File: src/rtl/mem_arbiter_pkg.sv
// ---------------------------------------------------------------------------
// lc3b_types : shared LC-3b word/mask types and memory arbiter state encoding
// Rev 1.0 - initial release
// ---------------------------------------------------------------------------
`default_nettype none

package lc3b_types;

  typedef logic [15:0] lc3b_word;
  typedef logic [1:0]  lc3b_mem_wmask;

  typedef enum logic [1:0] {
    IDLE    = 2'd0,
    SERVE_A = 2'd1,
    SERVE_B = 2'd2
  } lc3b_arb_state;

  // Encoding of the last-served flag
  localparam logic c_SERVED_A = 1'b0;
  localparam logic c_SERVED_B = 1'b1;

  localparam lc3b_mem_wmask c_WMASK_FULL = 2'b11;

endpackage

`default_nettype wire

File: src/rtl/mem_arbiter_pick.sv
// ---------------------------------------------------------------------------
// arb_pick : combinational grant selection between ports A and B
// Config   : MEM_ARBITER_ROUND_ROBIN_EN selects round-robin over fixed B priority
// Rev 1.0 - initial release
// ---------------------------------------------------------------------------
`default_nettype none

module arb_pick
  import lc3b_types::*;
(
  input  logic req_a,
  input  logic req_b,
  input  logic last_served,
  output logic grant_a,
  output logic grant_b
);

`ifdef MEM_ARBITER_ROUND_ROBIN_EN
  logic w_tie;
  assign w_tie = req_a & req_b;

  // On a tie the port that was not served last goes first
  assign grant_a = req_a & (~req_b | (w_tie & (last_served == c_SERVED_B)));
  assign grant_b = req_b & (~req_a | (w_tie & (last_served == c_SERVED_A)));
`else
  logic w_unused_last_served;
  assign w_unused_last_served = last_served;

  // B is the older memory-stage instruction, so it always wins a tie
  assign grant_a = req_a & ~req_b;
  assign grant_b = req_b;
`endif

endmodule

`default_nettype wire

File: src/rtl/mem_arbiter.sv
// ---------------------------------------------------------------------------
// mem_arbiter : shares one memory port between instruction (A) and data (B)
// Config      : MEM_ARBITER_ROUND_ROBIN_EN enables round-robin tie breaking
// Rev 1.0 - initial release
// ---------------------------------------------------------------------------
`default_nettype none

module mem_arbiter
  import lc3b_types::*;
(
  input  logic          clk,
  input  logic          reset,
  input  logic          a_read,
  input  lc3b_word      a_address,
  output lc3b_word      a_rdata,
  output logic          a_resp,
  input  logic          b_read,
  input  logic          b_write,
  input  lc3b_mem_wmask b_wmask,
  input  lc3b_word      b_address,
  input  lc3b_word      b_wdata,
  output lc3b_word      b_rdata,
  output logic          b_resp,
  output logic          mem_read,
  output logic          mem_write,
  output lc3b_mem_wmask mem_wmask,
  output lc3b_word      mem_address,
  output lc3b_word      mem_wdata,
  input  lc3b_word      mem_rdata,
  input  logic          mem_resp
);

  lc3b_arb_state r_state;
  lc3b_arb_state w_next_state;

  logic          r_mem_read;
  logic          r_mem_write;
  lc3b_mem_wmask r_mem_wmask;
  lc3b_word      r_mem_address;
  lc3b_word      r_mem_wdata;

  logic w_req_a;
  logic w_req_b;
  logic w_grant_a;
  logic w_grant_b;
  logic w_last_served;
  logic w_idle;

  assign w_req_a = a_read;
  assign w_req_b = b_read | b_write;
  assign w_idle  = (r_state == IDLE);

`ifdef MEM_ARBITER_ROUND_ROBIN_EN
  logic r_last_served;

  always_ff @(posedge clk) begin
    if (reset) begin
      r_last_served <= c_SERVED_A;
    end else if (w_idle && (w_grant_a || w_grant_b)) begin
      r_last_served <= w_grant_b ? c_SERVED_B : c_SERVED_A;
    end
  end

  assign w_last_served = r_last_served;
`else
  assign w_last_served = c_SERVED_A;
`endif

  arb_pick u_pick (
    .req_a       (w_req_a),
    .req_b       (w_req_b),
    .last_served (w_last_served),
    .grant_a     (w_grant_a),
    .grant_b     (w_grant_b)
  );

  always_ff @(posedge clk) begin
    if (reset) begin
      r_state <= IDLE;
    end else begin
      r_state <= w_next_state;
    end
  end

  always_comb begin
    w_next_state = r_state;
    case (r_state)
      IDLE: begin
        if (w_grant_b) begin
          w_next_state = SERVE_B;
        end else if (w_grant_a) begin
          w_next_state = SERVE_A;
        end
      end
      SERVE_A, SERVE_B: begin
        if (mem_resp) begin
          w_next_state = IDLE;
        end
      end
      default: w_next_state = IDLE;
    endcase
  end

  // Request latch: captured on grant, frozen while serving, strobes dropped on resp
  always_ff @(posedge clk) begin
    if (reset) begin
      r_mem_read    <= 1'b0;
      r_mem_write   <= 1'b0;
      r_mem_wmask   <= '0;
      r_mem_address <= '0;
      r_mem_wdata   <= '0;
    end else if (w_idle) begin
      if (w_grant_b) begin
        r_mem_read    <= b_read & ~b_write;
        r_mem_write   <= b_write;
        r_mem_wmask   <= b_wmask;
        r_mem_address <= b_address;
        r_mem_wdata   <= b_wdata;
      end else if (w_grant_a) begin
        r_mem_read    <= 1'b1;
        r_mem_write   <= 1'b0;
        r_mem_wmask   <= c_WMASK_FULL;
        r_mem_address <= a_address;
        r_mem_wdata   <= '0;
      end
    end else if (mem_resp) begin
      r_mem_read  <= 1'b0;
      r_mem_write <= 1'b0;
    end
  end

  assign mem_read    = r_mem_read;
  assign mem_write   = r_mem_write;
  assign mem_wmask   = r_mem_wmask;
  assign mem_address = r_mem_address;
  assign mem_wdata   = r_mem_wdata;

  // Reset masks the response so an aborted access never completes
  assign a_resp  = mem_resp & (r_state == SERVE_A) & ~reset;
  assign b_resp  = mem_resp & (r_state == SERVE_B) & ~reset;
  assign a_rdata = mem_rdata;
  assign b_rdata = mem_rdata;

endmodule

`default_nettype wire

File: config.mk
export PLATFORM = sky130hd
export DESIGN_NAME = mem_arbiter
export DESIGN_NICKNAME = d
export VERILOG_FILES = /design/src/rtl/mem_arbiter_pkg.sv /design/src/rtl/mem_arbiter_pick.sv /design/src/rtl/mem_arbiter.sv
export SDC_FILE = /design/constraint.sdc
export NUM_CORES = 1
export LEC_CHECK = 0
export BUFFER_PORTS_ARGS = -buffer_cell sky130_fd_sc_hd__buf_2
export CORE_MARGIN = 8
export CORE_UTILIZATION = 42
export CTS_CLUSTER_SIZE = 12
export DETAILED_ROUTE_END_ITERATION = 12
export GPL_ROUTABILITY_DRIVEN = 1
export PLACE_DENSITY = 0.95
export SKIP_LAST_GASP = 1
export SLEW_MARGIN = 0
export SYNTH_ARGS = -nofsm -noshare
export SYNTH_HDL_FRONTEND = slang
export SYNTH_SLANG_ARGS = --single-unit
File: constraint.sdc
create_clock -name clk -period 4.3 [get_ports clk]
set_clock_uncertainty 0.2 [all_clocks]
set_input_delay 0 -clock clk [delete_from_list [all_inputs] [get_ports clk]]
set_output_delay 0 -clock clk [all_outputs]
set_load 0.05 [all_outputs]
======== Yosys cells after proc, flatten, opt, wreduce, memory -nomap -nowiden ========
Index checks and enable logic that the tools add are counted.
cells by class
  add/subtract/negate cells ............... 0
  multipliers ............................. 0
  divide/modulo/power cells ............... 0
  order comparisons ....................... 0
  equality and inequality tests ........... 4
  shift-type cells ........................ 0
  mux-type cells .......................... 17
  bitwise gates (word level) .............. 10
  reduce and logical (&&, ||, !) cells .... 7
operators with widths
  operator                                                number
  two-way mux 16 bit                                      4
  two-way mux 2 bit                                       5
  two-way mux 1 bit                                       7
  AND 1 bit                                               6
  AND reduction 2 bit                                     3
  case mux 2 bit (2 select lines)                         1
  nonzero test 2 bit                                      2
  inequality test 3 x 1 -> 1 bit (second input constant)  1
  inverter 1 bit                                          3
  == test 2 x 1 -> 1 bit (second input constant)          1
  == test 2 bit (second input constant)                   1
  logical NOT 2 bit                                       1
  inequality test 2 bit (second input constant)           1
  OR reduction 2 bit                                      1
  bitwise OR 1 bit                                        1
word-level totals
  flip-flop bits (word level) ............. 38
  bits in latches ......................... 0
  memory bits (writable) .................. 0
  memory bits (read-only) ................. 0
  input port bits ......................... 72
  output and inout port bits .............. 70
  word-level logic and storage cells ...... 44
  memories ................................ 0

======== Logic depth before layout (Yosys ltp) ========
  word-level depth ........................ 6
  mapped depth ............................ 7
  gate-level depth less buffers ........... 5

======== By module ========
A second synthesis with hierarchy kept.
second synthesis, totals
  cells, all modules ...................... 202
  area total of the unflattened synthesis .. 1896.8 µm²
modules (own cells, without submodules)
  module       instances  cells an instance  area each (µm²)  seq. area each (µm²)
  mem_arbiter  1          200                1875.5           760.7
  arb_pick     1          2                  21.3             0.0

======== Worst setup path before layout ========
OpenSTA, ideal clock, no wires.
  path kind ............................... reg-to-reg
  start point ............................. reg r_state[0]
  end point ............................... reg r_mem_address[10], in the netlist mem_address[10]
  setup time .............................. 0.091 ns
  arrival time ............................ 1.305 ns
  required time ........................... 4.009 ns
  slack ................................... 2.704 ns
  stages on the path, launching flop included .. 8
  path buffers ............................ 2
  clock period less this slack ............ 1.596 ns
  cell sequence ........................... dfxtp_1 -> inv_1 -> ha_1 -> o31a_1 -> buf_6 -> buf_6 -> nor2_1 -> a311oi_1
between the ends
  longest elaborated chain between the ends .. 2
RTL lines
  element                        RTL line            source
  start: declaration             mem_arbiter.sv:33   lc3b_arb_state r_state;
  start signal: assignment       mem_arbiter.sv:81   r_state <= w_next_state;
  logical NOT 2 bit              mem_arbiter.sv:51   assign w_idle = (r_state == IDLE);
  AND reduction 2 bit (no line)  -
  end signal: assignment         mem_arbiter.sv:117  r_mem_address <= b_address;
  end signal: assignment         mem_arbiter.sv:123  r_mem_address <= a_address;
  end: declaration               mem_arbiter.sv:39   lc3b_word r_mem_address;
No other way between the ends.
A chain may end at the register's enable or synchronous reset.

======== Worst setup path after layout ========
  start point ............................. reg r_state[0]
  end point ............................... reg r_mem_address[5], in the netlist mem_address[5]
The elaborated chain is that of the path after synthesis.

==> flow_summary.yaml <==
grt:
  grt_first_pass_wirelength_um: 9660
  antenna_found_initial: 0
  grt_overflow: 0
  grt_usage: 0.183
  first_global_vias: 2067
  grt_max_degree: 36
critical_path:
  rrSetupSlack_ps: 1630
  cp.arrival_ps: 2690
  cp-end-kind: "flop"
  crit_path_start: "r_state[0]"
  cp-start-kind: "flop"
  worstRegToRegCells: 7
  r2r-end: "mem_address[5]"
  critPathMaxStageDelay_ps: 620
  regToRegStartpoint: "r_state[0]"
  worstPathCellList: "inv_1 > ha_1 > o31a_1 > buf_8 > nor2_1 > a311oi_1 > dlygate4sd3_1"
  critPathMaxFanout: 28
  critPathKind: "reg2reg"
  worstPathRequired_ps: 4320
  cpMaxStageDelayCell: "dlygate4sd3_1"
timing:
  period_minus_slack_ps: 2670
  finalHoldViolCount: 0
  rsz0062_at_grt: "false"
  final_max_slew_viol_count: 0
  slew_headroom: 0.329
  setup_viol: 0
  fin_crit_sh: 0.621
  worstMarginPinSlew_ps: 1000
  fin_tns_setup_ps: 0
  max_freq_mhz: 374
layout:
  multi_input_area_um2: 703
  num_antenna_cells: 0
  utilization: 0.664
  final_nets: 401
  nFillCells: 319
  drive_gt1_frac: 0.320
  seq_area_um2: 761
  syn_to_final_growth_pct: 55.5
  final_cells: 377
die:
  coreArea_mm2: 0.00423
  pin_count: 142
  fp-row-count: 24
  start_util: 0.427
  die-width_um: 81.6
  dieArea_mm2: 0.00666
  die_y_um: 81.6
power:
  power.switching_mw: 0.482
  sw_frac_of_total: 0.413
  p_comb_frac: 0.431
  p_total_mw: 1.17
  p_leak_nw: 1.33
  p_seq_frac: 0.364
  power.internal_mw: 0.684
  peakVddDrop_uv: 179
  p_clk_frac: 0.205
  power.density_cell_area_mw_per_mm2: 415
outcome:
  status: "finished clean"
worst_hold_path:
  worst_hold_path_type: "in2reg"
  min_from: "reset"
  min_path_cells: 2
  min_to: "mem_read"
placed_design:
  hpwl_um: 3700
  gp_congestion: 0.767
  io_buffers: 93
  dp.cells: 299
routing:
  first_iter_violations: 100
  wl_per_cell_um: 16.8
  dr.pass1.iters: 6
  postRouteAntennaNets: 0
  vias: 1962
  remaining_drc_errors: 0
  viasPerCell: 5.20
  routed_wl_um: 6320
cts:
  cts_setup_buffers: 0
  ctsHtreeMaxLevel: 2
  path_clk_slew_ps: 70
  cts_num_sinks: 38
  cts_tree: "done"
  clockRootBuffer: "clkbuf_8"
  cts_resized: 0
  cts_buffer_depth: 2
  cts-buffers-inserted: 5
  worstSkewPairLatency_ps: 290
synthesis:
  synth.largest_area_cell: "dfxtp_1"
  yosys.area_share.simple: 0.134
  ys_ff_latch: 38
  yosysWarnings: 0
  synth-compound-area-share: 0.234
  synth.top_cell.area_share: 0.421
  ys_types: 22
  syn_area_mm2: 0.00181
  synth_top_family_by_area: "compound AO/OA/AOI/OAI gates"
  syn_avg_cell_area_um2: 9.03
  syn_nets: 275
  synth.area.mux_share: 0
  synth-adder-area-share: 0.0208
  syn_inst: 200
  synth-xor-area-share: 0
  synth_area_leaders: "dfxtp_1 (42%), buf_4 (14%), a22o_1 (7.8%)"
  seq_area_frac_synth: 0.421
run:
  max_cap_violations: 0
## synth_stat cells, drive strengths merged
library cell,n
buf,42
ha,3
and3b,2
a22o,16
a311oi,16
nor2,24
nor2b,3
nor3,3
clkbuf,4
a21oi,5
dfxtp,38
inv,2
o21ai,21
nor3b,1
nand2,17
o31a,1
nand2b,2
## metrics by stage
| step | cell area, µm² | worst slack (ps) | hold WS [ps] |
|---|---|---|---|
| floorplan | 1810 | 2700 | -67.3 |
| global placement | 2000 | 1890 | -199 |
| detailed placement | 2000 | 1760 | -199 |
| CTS | 2800 | 1300 | 2.77 |
| global route | 2810 | 1460 | 50.2 |
| finish | 2810 | 1630 | 14.2 |
## power groups by stage
stage	Clock [mW]	Sequential, mW	Combinational, mW
3_3_place_gp	0	0.428	0.355
3_5_place_dp	0	0.430	0.362
6_report	0.239	0.424	0.502
4_1_cts	0.243	0.422	0.494
2_1_floorplan	0	0.583	0.206
5_1_grt	0.261	0.430	0.531
## layout by cell type (no fill, tap or decap), drive strengths merged
cell and n:
dlygate4sd3 71, clkbuf 6, nand2b 2, and3b 2, nor2 24, a22o 16, nor3 3, a311oi 16
o21ai 21, ha 3, nand2 17, inv 2, a21oi 5, buf 94, nor2b 3, nor3b 1
o31a 1, dfxtp 38
## worst max-delay path: cells and delay by family, from the launching register on
family                   cells  cell delay (ps)
AO/OA/AOI/OAI                2              760
adder cells (fa/ha/maj)      1              300
buffers and inverters        3              950
flip-flops                   1              320
AND/OR/NAND/NOR              1               60
## kinds of logic (layout without fill, tap and decap cells)
family                     Yosys count  count (layout)
AOI/OAI and AO/OA                   59              59
adders and majority gates            3               3
buffers and inverters               48             173
DFF                                 38              38
and+or+nand+nor                     52              52
## timing repair
action,CTS,global route
hold endpoints to repair,70,0
endpoints found under the setup margin,0,0
hold buffers,71,0
## state kept, by name (all words and copies together) (netlist names)
register,flops
mem_write,1
mem_read,1
mem_address,16
r_state,2
mem_wdata,16
mem_wmask,2
## routing by layer
layer  share of wire  global-route usage  vias to the layer above
met3            0.10              0.0689                       26
met2            0.48               0.323                      120
met4           0.033              0.0807                        0
met5               0                   0                        -
li1                -                   -                      924
met1            0.39               0.191                      892
## layout make-up
type,instances,area share
Sequential cell,38,0.271
Multi-Input combinational cell,114,0.250
Timing Repair Buffer,165,0.424
Tap cell,52,0.0232
Clock buffer,6,0.0294
Inverter,2,0.00267
## worst max path at each step
stage,slack [ps],endpoint,cells after the start
floorplan,2700,mem_address[10],7
global placement,1890,mem_wdata[11],5
detailed placement,1760,mem_wdata[0],5
CTS,1300,mem_address[0],6
global route,1460,mem_address[5],7
finish,1630,mem_address[5],7
(Power assumes the default switching activity.)
